$ cat src/rtl/key_match_sequencer.sv
// Multi-channel key matcher: a shared up/down loadable sequence counter,
// registered per-channel match acks and saturating per-channel wait timers.
module key_match_sequencer #(
    parameter int               WIDTH   = 4,
    parameter int               NUM_CH  = 2,
    parameter logic [WIDTH-1:0] INIT    = {WIDTH{1'b1}},
    parameter int               TIMEOUT = 16
) (
    input  logic                    clk,
    input  logic                    rst,
    input  logic                    cnt_en,
    input  logic                    cnt_up,
    input  logic                    load,
    input  logic [WIDTH-1:0]        load_val,
    input  logic [NUM_CH-1:0]       req,
    input  logic [NUM_CH*WIDTH-1:0] req_key,
    output logic [NUM_CH-1:0]       ack,
    output logic [NUM_CH-1:0]       timeout,
    output logic [WIDTH-1:0]        count
);

    localparam int WW = WIDTH + 2;
    localparam logic [WW-1:0] TO = WW'(TIMEOUT);

    logic [WIDTH-1:0]           count_q, count_d;
    logic [NUM_CH-1:0]          ack_q, ack_d;
    logic [NUM_CH-1:0][WW-1:0]  wait_q, wait_d;

    always_comb begin
        count_d = count_q;
        if (load) begin
            count_d = load_val;
        end else if (cnt_en) begin
            count_d = cnt_up ? count_q + WIDTH'(1) : count_q - WIDTH'(1);
        end
    end

    // Matching uses the pre-update count so a same-cycle load never affects it.
    always_comb begin
        ack_d  = '0;
        wait_d = wait_q;
        for (int i = 0; i < NUM_CH; i++) begin
            ack_d[i] = req[i] && (req_key[i*WIDTH +: WIDTH] == count_q);
            if (!req[i] || ack_d[i]) begin
                wait_d[i] = '0;
            end else if (wait_q[i] != TO) begin
                wait_d[i] = wait_q[i] + WW'(1);
            end
        end
    end

    always_ff @(posedge clk) begin
        if (rst) begin
            count_q <= INIT;
            ack_q   <= '0;
            wait_q  <= '0;
        end else begin
            count_q <= count_d;
            ack_q   <= ack_d;
            wait_q  <= wait_d;
        end
    end

    always_comb begin
        timeout = '0;
        for (int i = 0; i < NUM_CH; i++) begin
            timeout[i] = (wait_q[i] == TO);
        end
    end

    assign ack   = ack_q;
    assign count = count_q;

endmodule

$ cat config.mk
export PLATFORM = sky130hd
export DESIGN_NAME = key_match_sequencer
export DESIGN_NICKNAME = d
export VERILOG_FILES = /design/src/rtl/key_match_sequencer.sv
export SDC_FILE = /design/constraint.sdc
export NUM_CORES = 1
export LEC_CHECK = 0
export ABC_AREA = 1
export CAP_MARGIN = 5
export CORE_UTILIZATION = 49
export DETAILED_ROUTE_END_ITERATION = 10
export PLACE_DENSITY = 0.79
export SYNTH_ARGS = -nofsm -noshare
export SYNTH_HDL_FRONTEND = slang
export SYNTH_SLANG_ARGS = --single-unit
$ cat constraint.sdc
create_clock -name clk -period 1.8 [get_ports clk]
set_clock_uncertainty 0.1 [all_clocks]
set_input_delay 0.45 -clock clk [delete_from_list [all_inputs] [get_ports clk]]
set_output_delay 0.45 -clock clk [all_outputs]
set_load 0.02 [all_outputs]
==> metrics.md, run 1 <==
| Metric | Value |
|---|---|
| Max-slew headroom | 80.96% |
| Worst Hold Slack | 491.8 ps |
| Most numerous cell in the Yosys netlist | nand2_1 |
| Crit start category | flip-flop |
| Fmax | 0.5744 GHz |
| Synth-to-layout area growth | 43.96% |
| WL met2 | 1444 um |
| Die height | 50.21 um |
| Fin. max-slew vios | 0 |
| M1 WL | 1115 um |
| Num rows | 17 |
| Metal3 WL | 82 um |
| P_leak | 0.0008471 uW |
| Clk slew on worst S/H paths | 110 ps |
| Final hold violation count | 0 |
| Footprint of the multi-input gates | 690.7 um^2 |
| Final period demand of the worst path | 1741 ps |
| Crit end category | primary output |
| Commonest cells post-synth | 48 x nand2_1, 29 x inv_1, 22 x nor2_1 |
| Post-synthesis sequential area ratio | 31.65% |
| DRT iter0 DRCs | 26 |
| Port-buffer cells | 26 |
| Worst-Margin Slew | 284.5 ps |
| MaxCap Viol Count | 0 |
| Nets | 246 |
| Outcome | finished, final reports clean |
| DR vias | 1198 |
| Yosys Warn Count | 0 |
| Final HPWL DP | 2225 um |
| Worst vdd ir | 0.3647 mV |
| CP peak stage delay | 340 ps |
| Final period util | 96.73% |
| Die area | 0.002521 mm^2 |
| Syn_nets | 195 |
| Post-synth cell types | 23 |
| Unrepaired setup endpoints after global routing | no |
| Postcts setup bufs | 0 |
| Hold buffer count at CTS | 0 |
| Total Power | 925.8 uW |
| CP Data Required Time | 1250 ps |
| Worst hold path class | reg2reg |
| Share of cells above drive strength 1 | 19.18% |
| Core Region | 0.002191 mm^2 |
| Diodes inserted | 0 |
| Synth Flop Type | dfxtp_1 |
| Max FO, Critical Path | 2 |
| Critical Path Slowest Stage Cell | dfxtp_1 |
| Post-synthesis register bit count | 18 |
| Syn avg cell area | 6.737 um^2 |
| Routed Antenna Nets | 0 |
| Cells after synthesis | 169 |
| Top cell type's share of synthesized area | 31.65% |
| CTS tree | yes |
| Io pins | 27 |
| Wire per inst | 10.86 um |
| CTS Buf Count | 3 |
| WP data arrival | 1190 ps |
| PD cells | 564.8 mW/mm^2 |
| Leading area contributor after synthesis | dfxtp_1 |
| Root buf cell | clkbuf_4 |
| Synth area leaders | dfxtp_1 32%, nand2_1 16%, inv_1 9.6%, nor2_1 7.3%, ha_1 6.6% |
| GRT Resource Usage Total | 23.53% |
| Vias in the first global route | 1176 |
| H-Tree Depth | 1 |
| Post-Route WL | 2682 um |
| Clk Latency, worst-skew pair | 290 ps |
| DR DRC count | 0 |
| CTS Sinks | 18 |
| Final setup fails | 0 |
| Initial antenna violation count | 0 |
| Die width | 50.21 um |
| Synth async-reset ratio | 0% |
| Pin count of the biggest net entering global routing | 11 |
| First-pass GRT wire length | 4560 um |
| Crit path cell chain | inv_1 > ha_1 > nand3_1 > inv_1 > buf_2 |
| # fillers | 178 |
| Clock buffer depth | 2 |
| Effective utilization at floorplan | 51.97% |
| Vias per Instance | 4.850 |
| CP Class | reg2out |
| Post-synth EDFFs | 0 |
| Mapped Area | 0.001139 mm^2 |
| Placer Congestion | 0.7314 |
| Sequential cell area | 360.3 um^2 |
| Congestion Overflow GR | 0 |
| TritonRoute pass-1 iters | 4 |
| CP most frequent cell | inv_1 |
| Top sig layer | met4 |
[state kept, by name, summed over array words and instances (netlist names)]
name,count
wait_q,12
ack,2
count,4
[critical path: cells and delay by family (launching register included)]
kind / cells / cell delay, ps
AND/OR/NAND/NOR: 1 / 100
adder cells (fa/ha/maj): 1 / 210
buffers and inverters: 3 / 250
flip-flops: 1 / 340
[layout make-up]
cell class	count	share of cell area (%)
Multi-Input combinational cell	121	42.14
Timing Repair Buffer	46	24.66
Tap cell	28	2.137
Sequential cell	18	21.98
Clock buffer	4	2.214
Inverter	30	6.870
[kinds of logic (layout without fill, tap and decap cells)]
family                   count (synthesis)  after routing  share of synthesized area (%)
AND/OR/NAND/NOR                         97             97                          39.12
buffers and inverters                   30             80                          9.889
AO/OA/AOI/OAI                            9              9                          4.835
flip-flops                              18             18                          31.65
adder cells (fa/ha/maj)                  7              7                          8.352
XOR/XNOR                                 8              8                          6.154
[repair_timing]
action	4_1_cts	5_1_grt
hold endpoints to repair	0	0
pin swaps	0	1
gates resized for setup	12	5
setup endpoints to repair	5	5
[through the flow]
stage               worst slack (ps)  TNS (ps)  area, um^2  cells  utilization (%)
CTS                            2.458         0        1609    247            73.44
finish                         58.94         0        1639    247            74.81
detailed placement            -207.4    -598.4        1584    243            72.30
floorplan                      365.8         0        1139    169                -
global placement              -157.1    -387.2        1584    243            72.30
global route                   4.781         0        1639    247            74.81
[power breakdown]
part	internal, uW	switching, uW	total (uW)
logic	122	127	250
clock network	123	130	253
registers	413	10.5	423
total	658	268	926
[path summary, 6_finish.rpt]
path | startpoint | endpoint | slack [ps] | depth (start not counted)
setup / recovery | wait_q[0]$_SDFFE_PP0N_ | timeout[0] | 60 | 5
hold / removal | wait_q[11]$_SDFFE_PP0N_ | wait_q[11]$_SDFFE_PP0N_ | 490 | 4
setup reg to reg | count[0]$_SDFFE_PP1P_ | count[2]$_SDFFE_PP1P_ | 410 | 5
hold reg to reg | wait_q[11]$_SDFFE_PP0N_ | wait_q[11]$_SDFFE_PP0N_ | 490 | 4
[cells in the final DEF (no fill, tap or decap)]
master / count
o211ai_1: 3
or2_2: 1
nand4_1: 5
buf_2: 2
xor2_1: 6
nand3_1: 7
or2_1: 1
inv_1: 29
dfxtp_1: 18
clkbuf_4: 3
nor3_1: 1
o21ai_0: 1
nor2_2: 5
dlygate4sd2_1: 3
o21a_1: 1
inv_2: 1
clkbuf_8: 1
nor2_4: 2
nand2_1: 48
ha_1: 4
nand2_4: 2
clkdlybuf4s50_1: 18
xnor2_1: 2
ha_4: 2
nor2_1: 22
buf_4: 20
fa_1: 1
a21oi_1: 4
nand2_2: 2
dlymetal6s2s_1: 3
nand3_2: 1
[per-layer routing]
layer / global-route usage, % / vias to the layer above
met4: 10.00 / 0
met5: 0 / -
met1: 24.62 / 549
li1: - / 616
met2: 45.56 / 27
met3: 3.333 / 6
Note: power is estimated with default switching activity, not from simulation.
==> inputs of run 2 (changes only) <==
ABC_AREA = not set   (was 1)
CORE_UTILIZATION = 46   (was 49)
PLACE_DENSITY = 0.77   (was 0.79)
==> metrics.md, run 2 <==
| Metric | Value |
|---|---|
| Worst hold path class | reg2reg |
| Most numerous cell in the Yosys netlist | dfxtp_1 |
| CTS tree | yes |
| Post-synthesis register bit count | 18 |
| Synth-to-layout area growth | 56.54% |
| Critical Path Slowest Stage Cell | dfxtp_2 |
| Design area | 0.001541 mm^2 |
| Nets | 184 |
| Max FO, Critical Path | 2 |
| Hold buffer count at CTS | 0 |
| Buf+Inv Stages, Crit Path | 3 |
| Top cell type's share of synthesized area | 36.59% |
| Wire per inst | 12.99 um |
| Port-buffer cells | 26 |
| Yosys Warn Count | 0 |
| DR DRC count | 0 |
| Crit start category | flip-flop |
| TritonRoute pass-1 iters | 4 |
| Share of cells above drive strength 1 | 29.49% |
| Synth async-reset ratio | 0% |
| DRT iter0 DRCs | 15 |
| Root buf cell | clkbuf_4 |
| Mapped Area | 984.7 um^2 |
| Final period util | 103.8% |
| Fin. max-slew vios | 0 |
| DR vias | 915 |
| CP peak stage delay | 340 ps |
| Max reg flops | 12 |
| Final period demand of the worst path | 1869 ps |
| CP Data Required Time | 1250 ps |
| Util after Layout | 77.78% |
| Violated checks | setup timing |
| Num rows | 16 |
| H-Tree Depth | 1 |
| Commonest non-fill, non-tap cell in the layout | buf_4 |
| Congestion Overflow GR | 0 |
| Final setup fails | 2 |
| Synth Flop Type | dfxtp_1 |
| Die height | 48.27 um |
| P_leak | 0.0006588 uW |
| Crit path cell chain | inv_2 > ha_4 > nor4b_4 > nand2_1 > inv_1 > buf_6 |
| Most flops, register | wait_q |
| Diodes inserted | 0 |
| Io pins | 27 |
| CTS Buf Count | 3 |
| Vias per Instance | 5.000 |
| Effective utilization at floorplan | 49.68% |
| Final hold violation count | 0 |
| Post-Route WL | 2377 um |
| Pin count of the biggest net entering global routing | 10 |
| Leading area contributor after synthesis | dfxtp_1 |
| Cells after synthesis | 104 |
| Crit end category | primary output |
| Die width | 48.27 um |
| Synth area leaders | dfxtp_1 37%, xnor2_1 13%, ha_1 7.6%, nor2_1 4.6%, xor2_1 4.4% |
| Post-synthesis sequential area ratio | 36.59% |
| Max-slew headroom | 79.78% |
| Dpl cell area | 0.001451 mm^2 |
| Post-synth EDFFs | 0 |
| Syn_nets | 130 |
| Final HPWL DP | 1906 um |
| First-pass GRT wire length | 3808 um |
| MaxCap Viol Count | 0 |
| Routed Antenna Nets | 0 |
| Most frequent cells in the layout | 26 x buf_4, 17 x clkdlybuf4s50_1, 16 x dfxtp_1 |
| PD cells | 568.3 mW/mm^2 |
| Clock buffer depth | 2 |
| Post-synth cell types | 30 |
| Worst-Margin Slew | 302.3 ps |
| Final worst slack | -68.81 ps |
| Setup TNS | -79.55 ps |
| WP data arrival | 1320 ps |
| Initial antenna violation count | 0 |
| Placer Congestion | 0.7767 |
| Fmax | 0.5351 GHz |
| Syn avg cell area | 9.468 um^2 |
| Unrepaired setup endpoints after global routing | yes |
| CTS Sinks | 18 |
| Delay-heaviest family, CP | flip-flops |
| Outcome | complete, but fails checks |
| Worst vdd ir | 0.5214 mV |
| Core Region | 0.001982 mm^2 |
| Clk slew on worst S/H paths | 100 ps |
| CP Class | reg2out |
| Die area | 0.002330 mm^2 |
| Vias in the first global route | 917 |
| Commonest cells post-synth | 18 x dfxtp_1, 15 x xnor2_1, 12 x nor2_1 |
| GRT Resource Usage Total | 23.91% |
| Clk Latency, worst-skew pair | 290 ps |
[run 2: cell types whose count changed in the layout (fill, tap and decap cells not counted), moves of 5 or more]
| cell | before | now |
|---|---|---|
| nor2_1 | 22 | 12 |
| nor2_2 | 5 | 0 |
| buf_4 | 20 | 26 |
| nand2_1 | 48 | 4 |
| inv_1 | 29 | 3 |
| xnor2_1 | 2 | 15 |
[run 2: cell families after synthesis]
family / count (synthesis) / share of synthesized area [%]
compound gates: 7 / 4.575
buf+inv: 8 / 3.176
simple gates: 40 / 24.01
mux: 4 / 4.193
xor+xnor: 20 / 17.79
fa+ha+maj: 7 / 9.657
flops: 18 / 36.60
[run 2: per-layer routing]
layer  global-route usage (%)  share of wire [%]  vias up
met2                    45.87                 54       29
li1                         -                  -      455
met1                    26.59                 42      427
met3                    3.704                3.1        4
met5                        0                  0        -
met4                    7.222                1.1        0
[run 2: report_power, final]
part | internal, uW | leakage (uW) | switching [uW]
clock | 77.7 | 0.0000138 | 117
combinational | 147 | 0.000497 | 106
sequential | 413 | 0.000148 | 14.5
total | 638 | 0.000659 | 238
[run 2: worst paths after layout]
| check | cells after the start | to | startpoint | slack [ps] |
|---|---|---|---|---|
| max | 6 | timeout[1] | wait_q[7]$_SDFFE_PP0N_ | -70 |
| min | 3 | wait_q[7]$_SDFFE_PP0N_ | wait_q[10]$_SDFFE_PP0N_ | 520 |
| max reg2reg | 5 | count[3]$_SDFFE_PP1P_ | count[1]$_SDFFE_PP1P_ | 180 |
| min reg2reg | 3 | wait_q[7]$_SDFFE_PP0N_ | wait_q[10]$_SDFFE_PP0N_ | 520 |
[run 2: timing repair]
item / in CTS / in global routing
buffers inserted: 3 / 0
pin swaps: 3 / 2
setup endpoints to repair: 9 / 4
gates resized for setup: 20 / 10
[run 2: stage by stage]
step                worst slack, ps  hold slack, ps  instances  total power (uW)
floorplan                     40.24           380.8        104             557.3
global placement             -458.0           458.5        177             663.9
detailed placement           -549.8           476.9        177             678.0
global route                 -163.8           563.2        183             925.5
finish                       -68.81           517.0        183             876.0
CTS                          -129.1           519.7        183             879.8
[run 2: worst reg2reg max path, cell delays in order, from the launching register on]
cell and delay [ps]:
dfxtp_1 390, ha_4 300, nand3_2 80, and4_4 200
or3b_1 340, a31oi_1 130
[run 2: final cells by class]
class	count	area, um^2
timing repair buffer	51	445.4
fill	131	440.4
sequential	18	362.8
clock buffer	3	22.52
multi-input combinational	78	654.4
inverter	6	22.52
tap	27	33.78
